[config.mk]
export PLATFORM = sky130hd
export DESIGN_NAME = piso_serializer
export DESIGN_NICKNAME = d
export VERILOG_FILES = /design/src/rtl/piso_pkg.sv /design/src/rtl/piso_hold_buffer.sv /design/src/rtl/piso_serializer.sv
export SDC_FILE = /design/constraint.sdc
export NUM_CORES = 1
export LEC_CHECK = 0
export BUFFER_PORTS_ARGS = -buffer_cell sky130_fd_sc_hd__buf_2
export CAP_MARGIN = 20
export CORE_MARGIN = 2
export CORE_UTILIZATION = 45
export DETAILED_ROUTE_END_ITERATION = 6
export HOLD_SLACK_MARGIN = 0.06
export SLEW_MARGIN = 15
export SYNTH_ARGS = -nofsm -noshare
export SYNTH_HDL_FRONTEND = slang
export SYNTH_HIERARCHICAL = 1
export SYNTH_SLANG_ARGS = --single-unit
[constraint.sdc]
create_clock -name clock -period 3.8 [get_ports clock]
set_clock_uncertainty 0.2 [all_clocks]
set_input_delay 0.57 -clock clock [delete_from_list [all_inputs] [get_ports clock]]
set_output_delay 0.57 -clock clock [all_outputs]
set_load 0.01 [all_outputs]
[src/rtl/piso_pkg.sv]
// rtl/piso_pkg.sv - shared types, defaults and helpers for the PISO serializer
// Purpose: state encoding, default word width and bit-count width helper.
// Ports: none (package).
package piso_pkg;

    localparam int PISO_WIDTH_DEFAULT = 8;

    // 1-bit legacy-compatible encoding: SHIFT doubles as "shifter occupied"
    typedef enum logic {
        IDLE  = 1'b0,
        SHIFT = 1'b1
    } piso_state_t;

    // Width of the per-word bit counter; at least one bit for WIDTH==2
    function automatic int piso_cnt_w(input int width);
        return (width <= 2) ? 1 : $clog2(width);
    endfunction

endpackage

[src/rtl/piso_hold_buffer.sv]
// rtl/piso_hold_buffer.sv - one-deep word holding register with full flag
// Purpose: parks the next word while the shifter is still sending the current one.
// Ports:
//   clock, reset_n    clock and asynchronous active-low reset
//   i_wr, i_wdata     write a word (only issued while empty)
//   i_take            shifter takes the held word (only issued while full)
//   o_rdata, o_full   held word and occupancy flag
module piso_hold_buffer #(
    parameter int WIDTH = 8
) (
    input  logic             clock,
    input  logic             reset_n,
    input  logic             i_wr,
    input  logic [WIDTH-1:0] i_wdata,
    input  logic             i_take,
    output logic [WIDTH-1:0] o_rdata,
    output logic             o_full
);

    logic [WIDTH-1:0] r_data;
    logic             r_full;

    always_ff @(posedge clock or negedge reset_n) begin
        if (!reset_n) begin
            r_data <= '0;
            r_full <= 1'b0;
        end else begin
            if (i_wr) begin
                r_data <= i_wdata;
                r_full <= 1'b1;
            end else if (i_take) begin
                r_full <= 1'b0;
            end
        end
    end

    assign o_rdata = r_data;
    assign o_full  = r_full;

endmodule

[src/rtl/piso_serializer.sv]
// rtl/piso_serializer.sv - parallel-in/serial-out transmitter with one-word holding buffer
// Purpose: accepts WIDTH-bit words and sends them one bit per ser_valid&&ser_ready beat,
//          back-to-back without bubbles when a word waits in the holding buffer.
// Ports:
//   clock, reset_n          clock and asynchronous active-low reset
//   data_in, load           parallel word and its valid strobe
//   load_ready              word accepted on edge when load && load_ready
//   ser_out, ser_valid      serial bit and its valid flag
//   ser_ready               sink consumes bit on edge when ser_valid && ser_ready
//   ser_last                ser_out is the final bit of the current word
//   busy                    shifter or holding buffer occupied
module piso_serializer
    import piso_pkg::*;
#(
    parameter int WIDTH     = PISO_WIDTH_DEFAULT,
    parameter bit MSB_FIRST = 1'b1
) (
    input  logic             clock,
    input  logic             reset_n,
    input  logic [WIDTH-1:0] data_in,
    input  logic             load,
    output logic             load_ready,
    output logic             ser_out,
    output logic             ser_valid,
    input  logic             ser_ready,
    output logic             ser_last,
    output logic             busy
);

    localparam int             CW       = piso_cnt_w(WIDTH);
    localparam logic [CW-1:0]  LAST_CNT = CW'(WIDTH - 1);

    piso_state_t      r_state, w_state_nxt;
    logic [WIDTH-1:0] r_shift, w_shift_nxt;
    logic [CW-1:0]    r_cnt, w_cnt_nxt;
    logic             r_ser_valid, w_valid_nxt;
    logic             r_ser_last, w_last_nxt;
    logic             r_busy, w_busy_nxt;

    logic [WIDTH-1:0] w_hold_data;
    logic             w_hold_full, w_hold_full_nxt;
    logic             w_accept, w_beat, w_last_beat;
    logic             w_hold_wr, w_hold_take, w_load_shift;

    // load_ready is purely the inverted hold flag, so it never sees load/ser_ready
    assign load_ready  = !w_hold_full;
    assign w_accept    = load && load_ready;
    assign w_beat      = r_ser_valid && ser_ready;
    assign w_last_beat = w_beat && r_ser_last;

    // A load goes to the shifter if it is empty or vacating this edge; otherwise
    // it is parked. Hold full implies load_ready=0, so the two never collide.
    assign w_load_shift = w_accept && (!r_ser_valid || w_last_beat);
    assign w_hold_wr    = w_accept && r_ser_valid && !w_last_beat;
    assign w_hold_take  = w_last_beat && w_hold_full;

    piso_hold_buffer #(
        .WIDTH (WIDTH)
    ) u_hold (
        .clock   (clock),
        .reset_n (reset_n),
        .i_wr    (w_hold_wr),
        .i_wdata (data_in),
        .i_take  (w_hold_take),
        .o_rdata (w_hold_data),
        .o_full  (w_hold_full)
    );

    always_comb begin
        w_state_nxt = r_state;
        w_shift_nxt = r_shift;
        w_cnt_nxt   = r_cnt;
        w_valid_nxt = r_ser_valid;
        w_last_nxt  = r_ser_last;
        if (w_hold_take) begin
            w_state_nxt = SHIFT;
            w_shift_nxt = w_hold_data;
            w_cnt_nxt   = '0;
            w_valid_nxt = 1'b1;
            w_last_nxt  = 1'b0;
        end else if (w_load_shift) begin
            w_state_nxt = SHIFT;
            w_shift_nxt = data_in;
            w_cnt_nxt   = '0;
            w_valid_nxt = 1'b1;
            w_last_nxt  = 1'b0;
        end else if (w_last_beat) begin
            // Clearing the shifter forces ser_out low while idle
            w_state_nxt = IDLE;
            w_shift_nxt = '0;
            w_cnt_nxt   = '0;
            w_valid_nxt = 1'b0;
            w_last_nxt  = 1'b0;
        end else if (w_beat) begin
            w_shift_nxt = MSB_FIRST ? {r_shift[WIDTH-2:0], 1'b0}
                                    : {1'b0, r_shift[WIDTH-1:1]};
            w_cnt_nxt   = r_cnt + CW'(1);
            w_last_nxt  = ((r_cnt + CW'(1)) == LAST_CNT);
        end
        w_hold_full_nxt = w_hold_wr || (w_hold_full && !w_hold_take);
        w_busy_nxt      = (w_state_nxt == SHIFT) || w_hold_full_nxt;
    end

    always_ff @(posedge clock or negedge reset_n) begin
        if (!reset_n) begin
            r_state     <= IDLE;
            r_shift     <= '0;
            r_cnt       <= '0;
            r_ser_valid <= 1'b0;
            r_ser_last  <= 1'b0;
            r_busy      <= 1'b0;
        end else begin
            r_state     <= w_state_nxt;
            r_shift     <= w_shift_nxt;
            r_cnt       <= w_cnt_nxt;
            r_ser_valid <= w_valid_nxt;
            r_ser_last  <= w_last_nxt;
            r_busy      <= w_busy_nxt;
        end
    end

    assign ser_out   = MSB_FIRST ? r_shift[WIDTH-1] : r_shift[0];
    assign ser_valid = r_ser_valid;
    assign ser_last  = r_ser_last;
    assign busy      = r_busy;

endmodule

==> out/summary.log <==
INFO  status         status=finished clean
INFO  critical_path  worstSetupPathType=register to register
INFO  detailed_routing detailroute.via_count=987
INFO  global_route   globalRoute.totalOverflow=0
INFO  timing         setup-tns-final=0ns
INFO  logic_synthesis netlist_instances=121
INFO  critical_path  setup.worst_path.end=u_hold/o_rdata[4]$_DFFE_PN0P_
INFO  global_route   wire_length_of_the_first_global_routing_pass=4.49mm
INFO  floorplan      chipHeight=57.6um
INFO  global_route   global_route_usage_over_all_layers=0.174
INFO  layout         antenna-diode-count=0
INFO  clock_network  worstSkewPairLatency=0.31ns
INFO  layout         num-nets-final=150
INFO  placed_design  dp_hpwl=1.86mm
INFO  layout         syn2layout_area_growth=9.00%
INFO  detailed_routing drtPass1Iterations=4
INFO  detailed_routing wirelength=2.65mm
INFO  power_and_ir_drop switching_power_share_of_the_total=0.369
INFO  floorplan      die_outline_width=57.6um
INFO  critical_path  crit_slowest_cell=sky130_fd_sc_hd__nor2_1
INFO  logic_synthesis ys_seq_elements=24
INFO  timing         final_hold_viol_count=0
INFO  timing         slew_headroom=0.330
INFO  logic_synthesis ys_dominant_reg_cell=sky130_fd_sc_hd__dfrtp_1
INFO  power_and_ir_drop power.switching=0.391mW
INFO  power_and_ir_drop combPwrFrac=0.413
INFO  critical_path  reg2reg_slack=1.48ns
INFO  critical_path  timing.critical_path.depth=3
INFO  critical_path  worst_ep_required_time=3.81ns
INFO  detailed_routing avgRoutedWirePerCell=15.9um
INFO  global_route   pin_count_of_the_biggest_net_entering_global_routing=25
INFO  logic_synthesis mappedNetlistArea=0.00129mm2
INFO  detailed_routing first_iter_violations=38
INFO  floorplan      top_level_ports=17
INFO  placed_design  placedCellCount=161
INFO  critical_path  crit_buf_inv=0
INFO  detailed_routing antenna_violating_nets_post_route=0
INFO  critical_path  path_delay_family=simple AND/OR/NAND/NOR gates
INFO  global_route   grt_antenna_before_repair=0
INFO  critical_path  timing.reg2reg.worst_path_depth=3
INFO  power_and_ir_drop pd_cells=752mW/mm2
INFO  floorplan      core.rowCount=19
INFO  power_and_ir_drop irDropWorstVdd=394uV
INFO  timing         worstMarginPinSlew=1.00ns
INFO  detailed_routing avgViaCountPerCell=5.95
INFO  timing         fmax=431MHz
INFO  logic_synthesis synth.yosys.seq_area_share=0.465
INFO  clock_network  clk_path_buf_depth=2
INFO  power_and_ir_drop leakage=0.624nW
INFO  power_and_ir_drop internal_power=0.668mW
INFO  clock_network  cts_sinks=24
INFO  critical_path  critPathLaunch=ser_valid$_DFFE_PN0P_
INFO  critical_path  crit_path_max_incr_delay=0.76ns
INFO  placed_design  port_buffers=16
INFO  timing         unrepaired_setup_endpoints_after_global_routing=no
INFO  placed_design  final_replace_weighted_congestion=0.916
INFO  critical_path  cp_cell_sequence=a21bo_2, nor2_1, mux2_4
INFO  critical_path  worstPathArrival=2.33ns
INFO  timing         final_max_slew_viol_count=0
INFO  detailed_routing met3_wirelength=122um
INFO  clock_network  clk_pin_slew_worst_paths=0.13ns
INFO  timing         final_clock_period_utilization_by_the_worst_path=0.610
INFO  clock_network  cts.repair.resized=0
INFO  logic_synthesis syn-num-nets=135
INFO  flow_run       cap_viol_max_count=0
INFO  floorplan      floorplan.initialDensity=0.473
INFO  worst_hold_path hold_path_startpoint=data_in[2]
INFO  timing         finalSetupViolations=0
INFO  critical_path  reg2reg_to=u_hold/o_rdata[4]$_DFFE_PN0P_
INFO  detailed_routing routedLengthMet1=1.27mm
INFO  critical_path  critical_path.endpoint_type=register
INFO  clock_network  cts_root_buf=sky130_fd_sc_hd__clkbuf_4
INFO  logic_synthesis synth.lib_cells_used.distinct=38
INFO  critical_path  cp-start-kind=register
INFO  clock_network  tritoncts.num_buffers=3
INFO  layout         layout_cell_share_with_drive_strength_beyond_1=0.259
INFO  logic_synthesis async_flop_share=1.00
INFO  timing         final.min_clock_period=2.32ns
INFO  logic_synthesis synth_area_per_cell=10.7um2
INFO  floorplan      core_region_area=0.00273mm2
INFO  critical_path  timing.critical_path.fanout_max=14
INFO  global_route   first_global_vias=934
INFO  layout         final-instance-count-excl-fill=166
INFO  critical_path  worst_r2r_startpoint=ser_valid$_DFFE_PN0P_
INFO  clock_network  htreeDepth=1
INFO  floorplan      die-area=0.00332mm2
INFO  clock_network  cts_tree=yes
INFO  logic_synthesis synth-edff-count=0
INFO  power_and_ir_drop p_clk_frac=0.129
INFO  detailed_routing drc=0
INFO  detailed_routing routed-wl-met2=1.24mm
INFO  detailed_routing top_layer=met4
INFO  logic_synthesis ys_warn_count=6
INFO  power_and_ir_drop pwr-share-seq=0.458
INFO  worst_hold_path hold_path_class=input port to register
[area by class of cell]
| cell class | count | area, um2 |
|---|---|---|
| multi-input combinational | 87 | 632 |
| tap | 31 | 38.8 |
| clock buffer | 4 | 36.3 |
| sequential | 24 | 601 |
| inverter | 3 | 11.3 |
| fill | 248 | 1330 |
| timing repair buffer | 17 | 90.1 |
[through the flow]
stage / util / hold slack, ns / area, um2 / worst slack [ns] / power (mW)
after floorplan: - / 0.0744 / 1290 / 1.96 / 0.829
after global placement: 0.498 / 0.275 / 1360 / 1.45 / 0.916
after detailed placement: 0.498 / 0.278 / 1360 / 1.40 / 0.928
after CTS: 0.515 / 0.290 / 1410 / 1.51 / 1.06
after global routing: 0.515 / 0.286 / 1410 / 1.40 / 1.14
final: 0.515 / 0.298 / 1410 / 1.48 / 1.06
[flip-flops by register name, indices dropped and copies added (netlist names)]
register / flops
r_cnt: 3
r_state: 1
ser_last: 1
u_hold/o_rdata: 8
u_hold/o_full: 1
ser_valid: 1
r_shift: 8
busy: 1
[routing by layer]
metal / track usage / up-vias
met2: 0.266 / 25
met5: 0 / -
met1: 0.256 / 481
met4: 0.0498 / 0
met3: 0.0272 / 2
li1: - / 479
[Yosys cell counts, types with 3 or more instances]
cell type | number | share of area
sky130_fd_sc_hd__nand2_1 | 6 | 0.017
sky130_fd_sc_hd__nand2b_1 | 5 | 0.024
sky130_fd_sc_hd__nand3_1 | 10 | 0.039
sky130_fd_sc_hd__dfrtp_1 | 24 | 0.46
sky130_fd_sc_hd__mux2_4 | 8 | 0.093
sky130_fd_sc_hd__a21oi_1 | 5 | 0.019
sky130_fd_sc_hd__inv_1 | 3 | 0.0087
sky130_fd_sc_hd__a32oi_1 | 4 | 0.027
sky130_fd_sc_hd__nor2_1 | 5 | 0.015
sky130_fd_sc_hd__a31oi_1 | 4 | 0.019
sky130_fd_sc_hd__a22oi_1 | 3 | 0.017
sky130_fd_sc_hd__buf_2 | 3 | 0.012
sky130_fd_sc_hd__nor3_1 | 10 | 0.039
sky130_fd_sc_hd__o41ai_1 | 3 | 0.020
[how the worst min path moves through the flow]
stage | endpoint | slack [ns] | cells past startpoint
global route | u_hold/o_rdata[2]$_DFFE_PN0P_ | 0.29 | 2
detailed placement | busy$_DFF_PN0_ | 0.28 | 1
CTS | u_hold/o_rdata[2]$_DFFE_PN0P_ | 0.29 | 2
global placement | busy$_DFF_PN0_ | 0.28 | 1
finish | u_hold/o_rdata[2]$_DFFE_PN0P_ | 0.30 | 2
floorplan | busy$_DFF_PN0_ | 0.07 | 0
[power by group through the flow]
stage | logic (mW) | clock network (mW) | registers [mW]
after floorplan | 0.378 | 0 | 0.451
after global placement | 0.427 | 0 | 0.489
after detailed placement | 0.436 | 0 | 0.492
after CTS | 0.439 | 0.139 | 0.486
after global routing | 0.488 | 0.148 | 0.506
final | 0.438 | 0.136 | 0.485
[repair_timing]
action,4_1_cts,5_1_grt
hold buffers,1,0
hold endpoints to repair,24,0
setup buffers,0,0
setup endpoints to repair,0,0
[cells by family (layout without fill, tap and decap cells)]
| kind of cell | Yosys count | count (layout) | synth area share |
|---|---|---|---|
| adder cells (fa/ha/maj) | 2 | 2 | 0.0194 |
| multiplexers | 10 | 10 | 0.109 |
| AO/OA/AOI/OAI | 28 | 28 | 0.158 |
| XOR/XNOR | 1 | 1 | 0.00678 |
| buffers and inverters | 10 | 24 | 0.0465 |
| AND/OR/NAND/NOR | 46 | 46 | 0.196 |
| flip-flops | 24 | 24 | 0.465 |
[worst reg2reg max path, cell delays in order, from the launching register on]
cell and delay (ns):
sky130_fd_sc_hd__dfrtp_1 0.59, sky130_fd_sc_hd__a21bo_2 0.31, sky130_fd_sc_hd__nor2_1 0.76, sky130_fd_sc_hd__mux2_4 0.36
[cells in the final DEF, fill, tap and decap left out]
cell type,n
sky130_fd_sc_hd__nor3_1,10
sky130_fd_sc_hd__a21o_1,2
sky130_fd_sc_hd__a21oi_1,5
sky130_fd_sc_hd__a21o_2,1
sky130_fd_sc_hd__a22oi_1,3
sky130_fd_sc_hd__or2_2,1
sky130_fd_sc_hd__a32oi_1,4
sky130_fd_sc_hd__clkbuf_8,1
sky130_fd_sc_hd__inv_1,3
sky130_fd_sc_hd__or3_1,1
sky130_fd_sc_hd__a221o_1,1
sky130_fd_sc_hd__and2_1,1
sky130_fd_sc_hd__dlygate4sd3_1,1
sky130_fd_sc_hd__nand3_1,10
sky130_fd_sc_hd__dfrtp_1,24
sky130_fd_sc_hd__clkbuf_4,3
sky130_fd_sc_hd__mux2_4,8
sky130_fd_sc_hd__o21ai_0,2
sky130_fd_sc_hd__nor3b_1,1
sky130_fd_sc_hd__nand2_1,6
sky130_fd_sc_hd__a21boi_1,1
sky130_fd_sc_hd__ha_1,2
sky130_fd_sc_hd__and3_4,1
sky130_fd_sc_hd__a31oi_1,4
sky130_fd_sc_hd__mux2i_1,1
sky130_fd_sc_hd__nand4b_1,1
sky130_fd_sc_hd__xor2_1,1
sky130_fd_sc_hd__and4_2,1
sky130_fd_sc_hd__nand2b_1,5
sky130_fd_sc_hd__a21bo_2,1
sky130_fd_sc_hd__and2b_2,1
sky130_fd_sc_hd__o41ai_1,3
sky130_fd_sc_hd__nor2_1,5
sky130_fd_sc_hd__and3_1,1
sky130_fd_sc_hd__mux2_2,1
sky130_fd_sc_hd__a211o_1,1
sky130_fd_sc_hd__or3b_1,1
sky130_fd_sc_hd__buf_2,16
Note: power is estimated with default switching activity, not from simulation.
